**src/rtl/tm1640_frame_seq.sv**
```systemverilog
// ---------------------------------------------------------------------------
// tm1640_frame_seq
// Frame sequencer feeding a TM1640 byte/serial driver on a 9-digit
// 7-segment display. Each frame snapshots the digit codes, dot mask,
// brightness and enable, then streams 12 bytes over a valid/ready handshake:
//   0x40 (data cmd, STOP), 0xC0 (address cmd), 9 segment bytes (STOP after
//   the last), display-control cmd (STOP).
// Frames start on update, on refresh-counter expiry, or once after reset
// when AUTO_START is set. Requests arriving mid-frame merge into one
// follow-up frame that starts the cycle after frame_done.
//
// Ports
//   clk         in   system clock
//   rst_n       in   asynchronous active-low reset
//   digits      in   9 x 5-bit digit codes, digits[4:0] = digit 1 (addr 0xC0)
//   dots        in   decimal point per digit, bit0 = digit 1
//   bright      in   pulse-width setting 0..7
//   disp_on     in   1 = display on
//   update      in   single-cycle frame request
//   byte_data   out  byte for the driver
//   byte_valid  out  byte_data is valid
//   byte_last   out  driver sends STOP after this byte
//   byte_ready  in   driver accepts byte_data this cycle
//   busy        out  frame in progress
//   frame_done  out  1-cycle pulse after the final byte is accepted
// ---------------------------------------------------------------------------
module tm1640_frame_seq #(
    parameter int unsigned REFRESH_CYCLES = 32'd5_000_000,
    parameter bit          AUTO_START     = 1'b1
) (
    input  logic        clk,
    input  logic        rst_n,
    input  logic [44:0] digits,
    input  logic [8:0]  dots,
    input  logic [2:0]  bright,
    input  logic        disp_on,
    input  logic        update,
    output logic [7:0]  byte_data,
    output logic        byte_valid,
    output logic        byte_last,
    input  logic        byte_ready,
    output logic        busy,
    output logic        frame_done
);

    typedef enum logic [2:0] {
        S_IDLE = 3'd0,
        S_CMD  = 3'd1,
        S_ADDR = 3'd2,
        S_DATA = 3'd3,
        S_CTRL = 3'd4
    } state_t;

    // Segment byte: bit0=a .. bit6=g, bit7=dp.
    function automatic logic [7:0] seg_encode(input logic [4:0] code, input logic dp);
        logic [6:0] seg;
        case (code)
            5'd0:    seg = 7'h3F;
            5'd1:    seg = 7'h06;
            5'd2:    seg = 7'h5B;
            5'd3:    seg = 7'h4F;
            5'd4:    seg = 7'h66;
            5'd5:    seg = 7'h6D;
            5'd6:    seg = 7'h7D;
            5'd7:    seg = 7'h07;
            5'd8:    seg = 7'h7F;
            5'd9:    seg = 7'h6F;
            5'd10:   seg = 7'h77;
            5'd11:   seg = 7'h7C;
            5'd12:   seg = 7'h39;
            5'd13:   seg = 7'h5E;
            5'd14:   seg = 7'h79;
            5'd15:   seg = 7'h71;
            5'd17:   seg = 7'h40;
            default: seg = 7'h00;
        endcase
        return {dp, seg};
    endfunction

    state_t      state_r;
    logic [3:0]  idx_r;
    logic [44:0] digits_r;
    logic [8:0]  dots_r;
    logic [2:0]  bright_r;
    logic        disp_on_r;
    logic        pending_r;
    logic        auto_r;
    logic [31:0] refresh_cnt_r;

    logic        xfer_s;
    logic        refresh_hit_s;
    logic        start_s;
    logic [3:0]  next_idx_s;
    logic [4:0]  sel_code_s;
    logic        sel_dp_s;
    logic [7:0]  next_seg_s;
    logic [7:0]  ctrl_byte_s;

    // Handshake and frame-start decode.
    always_comb begin
        xfer_s        = byte_valid && byte_ready;
        refresh_hit_s = (REFRESH_CYCLES != 32'd0) && (state_r == S_IDLE) &&
                        (refresh_cnt_r == (REFRESH_CYCLES - 32'd1));
        start_s       = (state_r == S_IDLE) &&
                        (update || pending_r || auto_r || refresh_hit_s);
    end

    // Segment byte for the digit that follows the one on the bus
    // (digit 0 when leaving the address command).
    always_comb begin
        next_idx_s = (state_r == S_ADDR) ? 4'd0 : (idx_r + 4'd1);
        sel_code_s = 5'd0;
        sel_dp_s   = 1'b0;
        for (int i = 0; i < 9; i++) begin
            sel_code_s = (next_idx_s == i[3:0]) ? digits_r[i*5 +: 5] : sel_code_s;
            sel_dp_s   = (next_idx_s == i[3:0]) ? dots_r[i] : sel_dp_s;
        end
        next_seg_s  = seg_encode(sel_code_s, sel_dp_s);
        ctrl_byte_s = disp_on_r ? {5'b10001, bright_r} : 8'h80;
    end

    // Frame FSM with request merging, refresh timer and registered outputs.
    always_ff @(posedge clk or negedge rst_n) begin
        if (!rst_n) begin
            state_r       <= S_IDLE;
            idx_r         <= 4'd0;
            digits_r      <= 45'd0;
            dots_r        <= 9'd0;
            bright_r      <= 3'd0;
            disp_on_r     <= 1'b0;
            pending_r     <= 1'b0;
            auto_r        <= AUTO_START;
            refresh_cnt_r <= 32'd0;
            byte_data     <= 8'h00;
            byte_valid    <= 1'b0;
            byte_last     <= 1'b0;
            busy          <= 1'b0;
            frame_done    <= 1'b0;
        end else begin
            frame_done <= 1'b0;

            // A request seen while busy (including the final-transfer edge)
            // becomes one merged follow-up frame.
            if (start_s) begin
                pending_r <= 1'b0;
                auto_r    <= 1'b0;
            end else if (update && busy) begin
                pending_r <= 1'b1;
            end else begin
                pending_r <= pending_r;
            end

            if (start_s) begin
                refresh_cnt_r <= 32'd0;
            end else if ((REFRESH_CYCLES != 32'd0) && (state_r == S_IDLE)) begin
                refresh_cnt_r <= refresh_cnt_r + 32'd1;
            end else begin
                refresh_cnt_r <= refresh_cnt_r;
            end

            case (state_r)
                S_IDLE: begin
                    if (start_s) begin
                        digits_r   <= digits;
                        dots_r     <= dots;
                        bright_r   <= bright;
                        disp_on_r  <= disp_on;
                        byte_data  <= 8'h40;
                        byte_valid <= 1'b1;
                        byte_last  <= 1'b1;
                        busy       <= 1'b1;
                        state_r    <= S_CMD;
                    end
                end
                S_CMD: begin
                    if (xfer_s) begin
                        byte_data <= 8'hC0;
                        byte_last <= 1'b0;
                        state_r   <= S_ADDR;
                    end
                end
                S_ADDR: begin
                    if (xfer_s) begin
                        byte_data <= next_seg_s;
                        byte_last <= 1'b0;
                        idx_r     <= 4'd0;
                        state_r   <= S_DATA;
                    end
                end
                S_DATA: begin
                    if (xfer_s) begin
                        if (idx_r == 4'd8) begin
                            byte_data <= ctrl_byte_s;
                            byte_last <= 1'b1;
                            state_r   <= S_CTRL;
                        end else begin
                            byte_data <= next_seg_s;
                            byte_last <= (next_idx_s == 4'd8);
                            idx_r     <= next_idx_s;
                        end
                    end
                end
                S_CTRL: begin
                    if (xfer_s) begin
                        byte_data  <= 8'h00;
                        byte_valid <= 1'b0;
                        byte_last  <= 1'b0;
                        busy       <= 1'b0;
                        frame_done <= 1'b1;
                        state_r    <= S_IDLE;
                    end
                end
                default: begin
                    byte_valid <= 1'b0;
                    byte_last  <= 1'b0;
                    busy       <= 1'b0;
                    state_r    <= S_IDLE;
                end
            endcase
        end
    end

endmodule

```
**config.mk**
```make
export PLATFORM = sky130hd
export DESIGN_NAME = tm1640_frame_seq
export DESIGN_NICKNAME = d
export VERILOG_FILES = /design/src/rtl/tm1640_frame_seq.sv
export SDC_FILE = /design/constraint.sdc
export NUM_CORES = 1
export LEC_CHECK = 0
export CAP_MARGIN = 5
export CORE_MARGIN = 1
export CORE_UTILIZATION = 30
export CTS_CLUSTER_DIAMETER = 200
export DETAILED_ROUTE_END_ITERATION = 7
export HOLD_SLACK_MARGIN = 0.1
export PLACE_DENSITY = 0.56
export SLEW_MARGIN = 20
export SYNTH_ARGS = -nofsm -noshare
export SYNTH_HDL_FRONTEND = slang
export SYNTH_SLANG_ARGS = --single-unit
```
**constraint.sdc**
```tcl
create_clock -name clk -period 2.85 [get_ports clk]
set_clock_uncertainty 0.1 [all_clocks]
set_input_delay 0.4275 -clock clk [delete_from_list [all_inputs] [get_ports clk]]
set_output_delay 0.4275 -clock clk [all_outputs]
set_load 0.005 [all_outputs]
```
# Word-level counts from Yosys, hierarchy flattened
# Memories as Yosys holds them, arrays and structs flattened.
# Cells that the tools add are included.
# W data, S select, Z words.
# word_totals
register_bits	110
rom_bits	224
in_bits	62
output_inout_bits	12
word_cells	110
memories	1
# mem_list
name	depth	width	rd	rd_ports_with_merged_regs	wr	line	rtl
(name not given)	32	7	1	0	0	57	case (code)
# op_classes
addsub	2
eq_ne	22
n_mux	50
n_bitwise	1
reduce_logical	21
# op_table
cell	n
$mux W32	2
$mux W8	6
$mux W5	9
$pmux W8 S5	1
$add A32 B1 Y32 const B	1
$eq A32 B23 Y1 const B	1
$mux W4	5
$mux W3	6
$mux W1	17
$eq A4 B3 Y1 const B	4
$pmux W3 S5	1
$ne A2 B2 Y1 const B	7
$reduce_and A6 Y1	2
$eq A4 B2 Y1 const B	2
$eq A4 B4 Y1 const B	2
$pmux W4 S2	1
$eq A3 B2 Y1 const B	2
$pmux W1 S3	2
$reduce_and A3 Y1	2
$reduce_bool A2 Y1	3
$reduce_or A3 Y1	2
$reduce_bool A5 Y1	1
$add A4 B1 Y4 const B	1
$eq A4 B1 Y1 const B	1
other kinds (10)	15

# Logic depth before layout (Yosys ltp)
# An unclocked memory read counts as a cell.
# depth
depth_word	16
depth_mapped	17
depth_no_buf	14

# Least setup slack after synthesis
# OpenSTA, ideal clock, no wires.
# synth_timing
path_kind	reg-to-reg
startpoint	reg idx_r[0]
endpoint	reg byte_data[1]
setup_ps	127
arrival_time_ps	2763
required_ps	2623
slack_ps	-139
path_stages_with_launch	16
path_buffers	3
synth_period_minus_slack_ps	2989
cell_sequence	dfrtp_1 buf_6 clkbuf_8 inv_1 ha_1 buf_6 nor2b_2 o221ai_2 nor2_2 nand2_1 o21ai_1 inv_1 ha_1 inv_1 o31ai_1 o21ai_1
# synth_via
elab_chain_len	16
elab_cells_between_ends	26
cone_classes	add/sub: 1; eq/ne: 9; mux: 14; reduce/logical: 1; memory: 1
# synth_rtl
item	line	rtl
from (decl)	81	logic [3:0] idx_r;
from (signal assigned)	199	idx_r <= next_idx_s;
$add A4 B1 Y4	111	next_idx_s = (state_r == S_ADDR) ? 4'd0 : (idx_r + 4'd1);
$mux W4	111	
$logic_not A4 Y1	115	sel_code_s = (next_idx_s == i[3:0]) ? digits_r[i*5 +: 5] : sel_code_s;
$mux W5 (9 in series)	115	
$mem_v2 Z32 W7	n/a	
$mux W8	192	if (idx_r == 4'd8) begin
$mux W8	191	if (xfer_s) begin
$pmux W8 S5 (*)	161	case (state_r)
to (signal assigned)	184	byte_data <= next_seg_s;
to (signal assigned)	193	byte_data <= ctrl_byte_s;
to (signal assigned)	197	byte_data <= next_seg_s;
to (decl)	38	output logic [7:0] byte_data,
# Mark *: on every way between the ends. The rest lies on a longest branch, timed or not. The select of a mux whose other input is x is not followed.
# A chain may end at the register's enable or synchronous reset.

# Worst setup path in the final report
# layout_timing
startpoint	reg idx_r[0]
endpoint	reg byte_data[0]
# The elaborated chain is that of the path after synthesis.

==> metrics.md <==
| Metric | Value |
|---|---|
| Portion of the clock cycle consumed by the worst path in the final layout | `just under 100%` |
| Startpoint class of the critical path | `flop` |
| Chip Width | `about 140 um` |
| Maximum number of pins on one net before global-route repair | `111` |
| Total clock sinks | `110` |
| Unrepaired setup endpoints after global routing | `yes` |
| Fraction of met3 tracks used by global routing | `a little over 3%` |
| Critical-path maximum fanout | `13` |
| Placement-stage worst setup slack | `-0.131 ns` |
| Area enclosed by the die boundary | `slightly above 0.02 sq mm` |
| Critical register-to-register path endpoint | `byte_data[0]` |
| Core footprint | `between 0.015 and 0.02 sq mm` |
| Most instantiated flip-flop cell in the synthesis netlist | `sky130_fd_sc_hd__dfrtp_1` |
| Met1 track demand over resource | `between 20% and 30%` |
| Setup ws final | `about 0.04 ns` |
| Number of enable flip-flop cells after synthesis | `0` |
| R2r startpoint | `idx_r[0]` |
| End point of the most critical hold path | `digits_r[8]` |
| Vias in the first global route | `about 4.8k` |
| Area share of the largest cell type after synthesis | `a little under half` |
| Result of the run | `finished clean` |
| Antenna viol nets, final | `0` |
| DRC errors left | `0` |
| Via-to-Cell Ratio | `between 4 and 5` |
| Min-Delay Path Class | `flop to flop` |
| Die outline height | `~140 um` |
| DR iter-0 viols | `a little over 300` |
| Crit end category | `flop` |
| Number of endpoints failing setup at the final stage | `0` |
| Internal reg-to-reg setup slack | `between 0.03 and 0.04 ns` |
| Number of antenna repair diodes | `0` |
| Slew @ Worst Pin | `between 0.6 and 0.7 ns` |
| Core Rows | `50` |
| Clock edge transition at the registers on the reported setup and hold paths | `0.07 ns` |
| Share of cells above drive strength 1 | `around 17%` |
| Post-route minimum period | `~2.8 ns` |
| Hold Fails Final Rpt | `0` |
| Final GP Congestion | `0.857` |
| Non-filler cells in the finished layout | `between 1k and 1.5k` |
| LEAKAGE | `0.00349 uW` |
| Number of cells on the worst reg-to-reg path | `12` |
| Leading post-synthesis cells by cell area | `sky130_fd_sc_hd__dfrtp_1 46%, sky130_fd_sc_hd__nand2_1 13%, sky130_fd_sc_hd__xor2_1 3.3%, sky130_fd_sc_hd__nor2_1 3.1%, sky130_fd_sc_hd__o21ai_0 2.6%` |
| TritonRoute pass-1 iters | `4` |
| Synthesized netlist net count | `between 700 and 800` |
| Clock tree from TritonCTS | `built` |
| Clk buf depth | `2` |
| Post-synthesis async set-or-reset flop share | `100%` |
| Sum of overflow across all layers after global routing | `0` |
| Master cell of the clock root buffer | `sky130_fd_sc_hd__clkbuf_16` |
| Headroom to the max-slew limit | `58.2%` |
| Kind of critical path | `flop to flop` |
| Maximum capacitance violations | `0` |
| Most area-hungry cell type in the Yosys netlist | `sky130_fd_sc_hd__dfrtp_1` |
| Max Clk Rate | `about 0.36 GHz` |
| CP Launch Point | `idx_r[0]` |
| Area grow syn2layout | `30.8%` |
| Fin nets | `843` |
| M2 GR Usage | `between 20% and 30%` |
| Post-Synthesis Cell Area | `between 0.005 and 0.006 sq mm` |
| Share of the yosys chip area belonging to registers | `around 47%` |
| Worst-case vdd ir drop | `about 0.00056 V` |
| Cell count of the worst hold path | `2` |
| GRT Total Usage | `between 10% and 20%` |
| Count of placed standard cells including taps | `between 1k and 1.5k` |
| Drt wl/cell | `between 10 and 15 um` |
| Most frequent cells after synthesis | `209 x sky130_fd_sc_hd__nand2_1, 109 x sky130_fd_sc_hd__dfrtp_1, 49 x sky130_fd_sc_hd__nor2_1` |
| Vias | `~4.8k` |
| Synthesized instance count | `~660` |
| Insertion delay to the later sink of the worst-skew pair | `about 0.36 ns` |
| Wire length of the first global-routing pass | `roughly 24,000 um` |
| Required time of the worst setup path | `around 3 ns` |
| Most common cell in the netlist | `sky130_fd_sc_hd__nand2_1` |
| Synth cell types | `73` |
| I/O pins | `74` |
| Final Max Slew Viols | `0` |
| Final routed wirelength across all metal layers | `~14,000 um` |
| Crit path arrival time | `roughly 3 ns` |
| Number of input and output port buffers inserted | `73` |
| H-Tree Level Count | `3` |
| Number of buffers added by the clock tree synthesis step | `9` |
| Post-synthesis average cell area | `~9 sq um` |
| Half-perimeter wire length of the detailed placement result | `10,300 um` |
| Power Dens Cells | `around 1200 mW/mm^2` |
| Highest-utilization routing layer at the global route stage | `met2` |
| Number of warnings reported in the yosys synthesis log | `0` |
| Initial antenna violation count | `0` |
| Flip-flop and latch count after synthesis | `110` |
| Start point of the worst min-delay path | `digits_r[8]` |
| Starting density of the core | `a little under a third` |
==> worst max-delay path by stage <==
stage                   endpoint  slack [ns]  depth (start not counted)
floorplan           byte_data[6]       0.004                         16
global placement    byte_data[6]       -0.01                         13
detailed placement  byte_data[3]       -0.13                         12
CTS                 byte_data[6]     -0.0008                         11
global route        byte_data[6]       -0.08                         12
finish              byte_data[0]        0.04                         12
==> stage by stage <==
step	hold slack [ns]	area [sq um]	util, %	setup TNS (ns)	power (uW)
2_1_floorplan	0.0319	5880	-	0	5600
3_3_place_gp	0.353	7110	37.5	-0.0166	7130
3_5_place_dp	0.358	7110	37.5	-0.440	7160
4_1_cts	0.376	7490	39.5	-0.000814	8710
5_1_grt	0.404	7680	40.5	-0.407	9930
6_report	0.374	7680	40.5	0	9210
==> sequential cells by signal (all words and copies together) (netlist names) <==
signal / flops
digits_r: 45
refresh_cnt_r: 32
dots_r: 9
byte_data: 8
idx_r: 4
bright_r: 3
state_r: 3
auto_r: 1
busy: 1
byte_last: 1
disp_on_r: 1
frame_done: 1
pending_r: 1
==> cell families (layout without fill, tap and decap cells) <==
kind of cell	after synthesis	after routing	share of synthesized area (%)
AOI/OAI and AO/OA	104	104	12.3
xor gates and xnor gates	32	32	5.35
and+or+nand+nor	349	349	26.9
DFF	110	110	46.9
buffers and inverters	48	162	4.60
muxes	11	11	2.00
adders and majority gates	9	9	1.92
==> metal layers <==
metal  share of wire [%]  up-vias
met5                   0        -
met4                 1.5        0
met3                 2.9       13
met2                  44       72
met1                  52     2301
li1                    -     2445
==> power by group <==
group / switching (uW) / internal, uW / total, uW
combinational: 2690 / 2560 / 5250
sequential: 457 / 2160 / 2620
clock: 617 / 721 / 1340
total: 3770 / 5440 / 9210
==> placed cells by master, fill, tap and decap left out, drive strengths merged, types with 6 or more instances in the layout <==
master	n
xor2	23
clkbuf	10
and3	12
a22oi	7
ha	9
nand4	6
a21oi	17
nor2b	6
nand2	209
mux2	6
nor2	53
o21ai	35
buf	58
nand3	15
nor3	10
o31ai	6
clkdlybuf4s50	72
xnor2	9
and2	10
inv	18
dfrtp	109
==> critical path: stages (launching register included) <==
cell and delay (ns):
sky130_fd_sc_hd__dfrtp_2 0.47, sky130_fd_sc_hd__ha_4 0.23, sky130_fd_sc_hd__xor2_4 0.19, sky130_fd_sc_hd__buf_12 0.14, sky130_fd_sc_hd__buf_4 0.13, sky130_fd_sc_hd__a31oi_1 0.16, sky130_fd_sc_hd__a22oi_1 0.12, sky130_fd_sc_hd__o21ai_2 0.28
sky130_fd_sc_hd__ha_2 0.25, sky130_fd_sc_hd__inv_2 0.04, sky130_fd_sc_hd__and2_1 0.13, sky130_fd_sc_hd__a221oi_1 0.35, sky130_fd_sc_hd__o21ai_1 0.10
==> area by class of cell <==
type	instances	area, sq um
sequential	110	2760
clock inverter	6	73.8
inverter	15	60.1
fill	1910	11300
timing repair buffer	131	1240
multi-input combinational	505	2980
tap	260	325
clock buffer	10	239
==> what timing repair did <==
item                                    CTS  global route
buffers inserted                          6             9
resized for setup                        10            24
endpoints found under the hold margin   109             0
pin swaps                                 8            14
hold buffers                              1             0
endpoints found under the setup margin    7            12
Power figures use the tool's default switching activity.
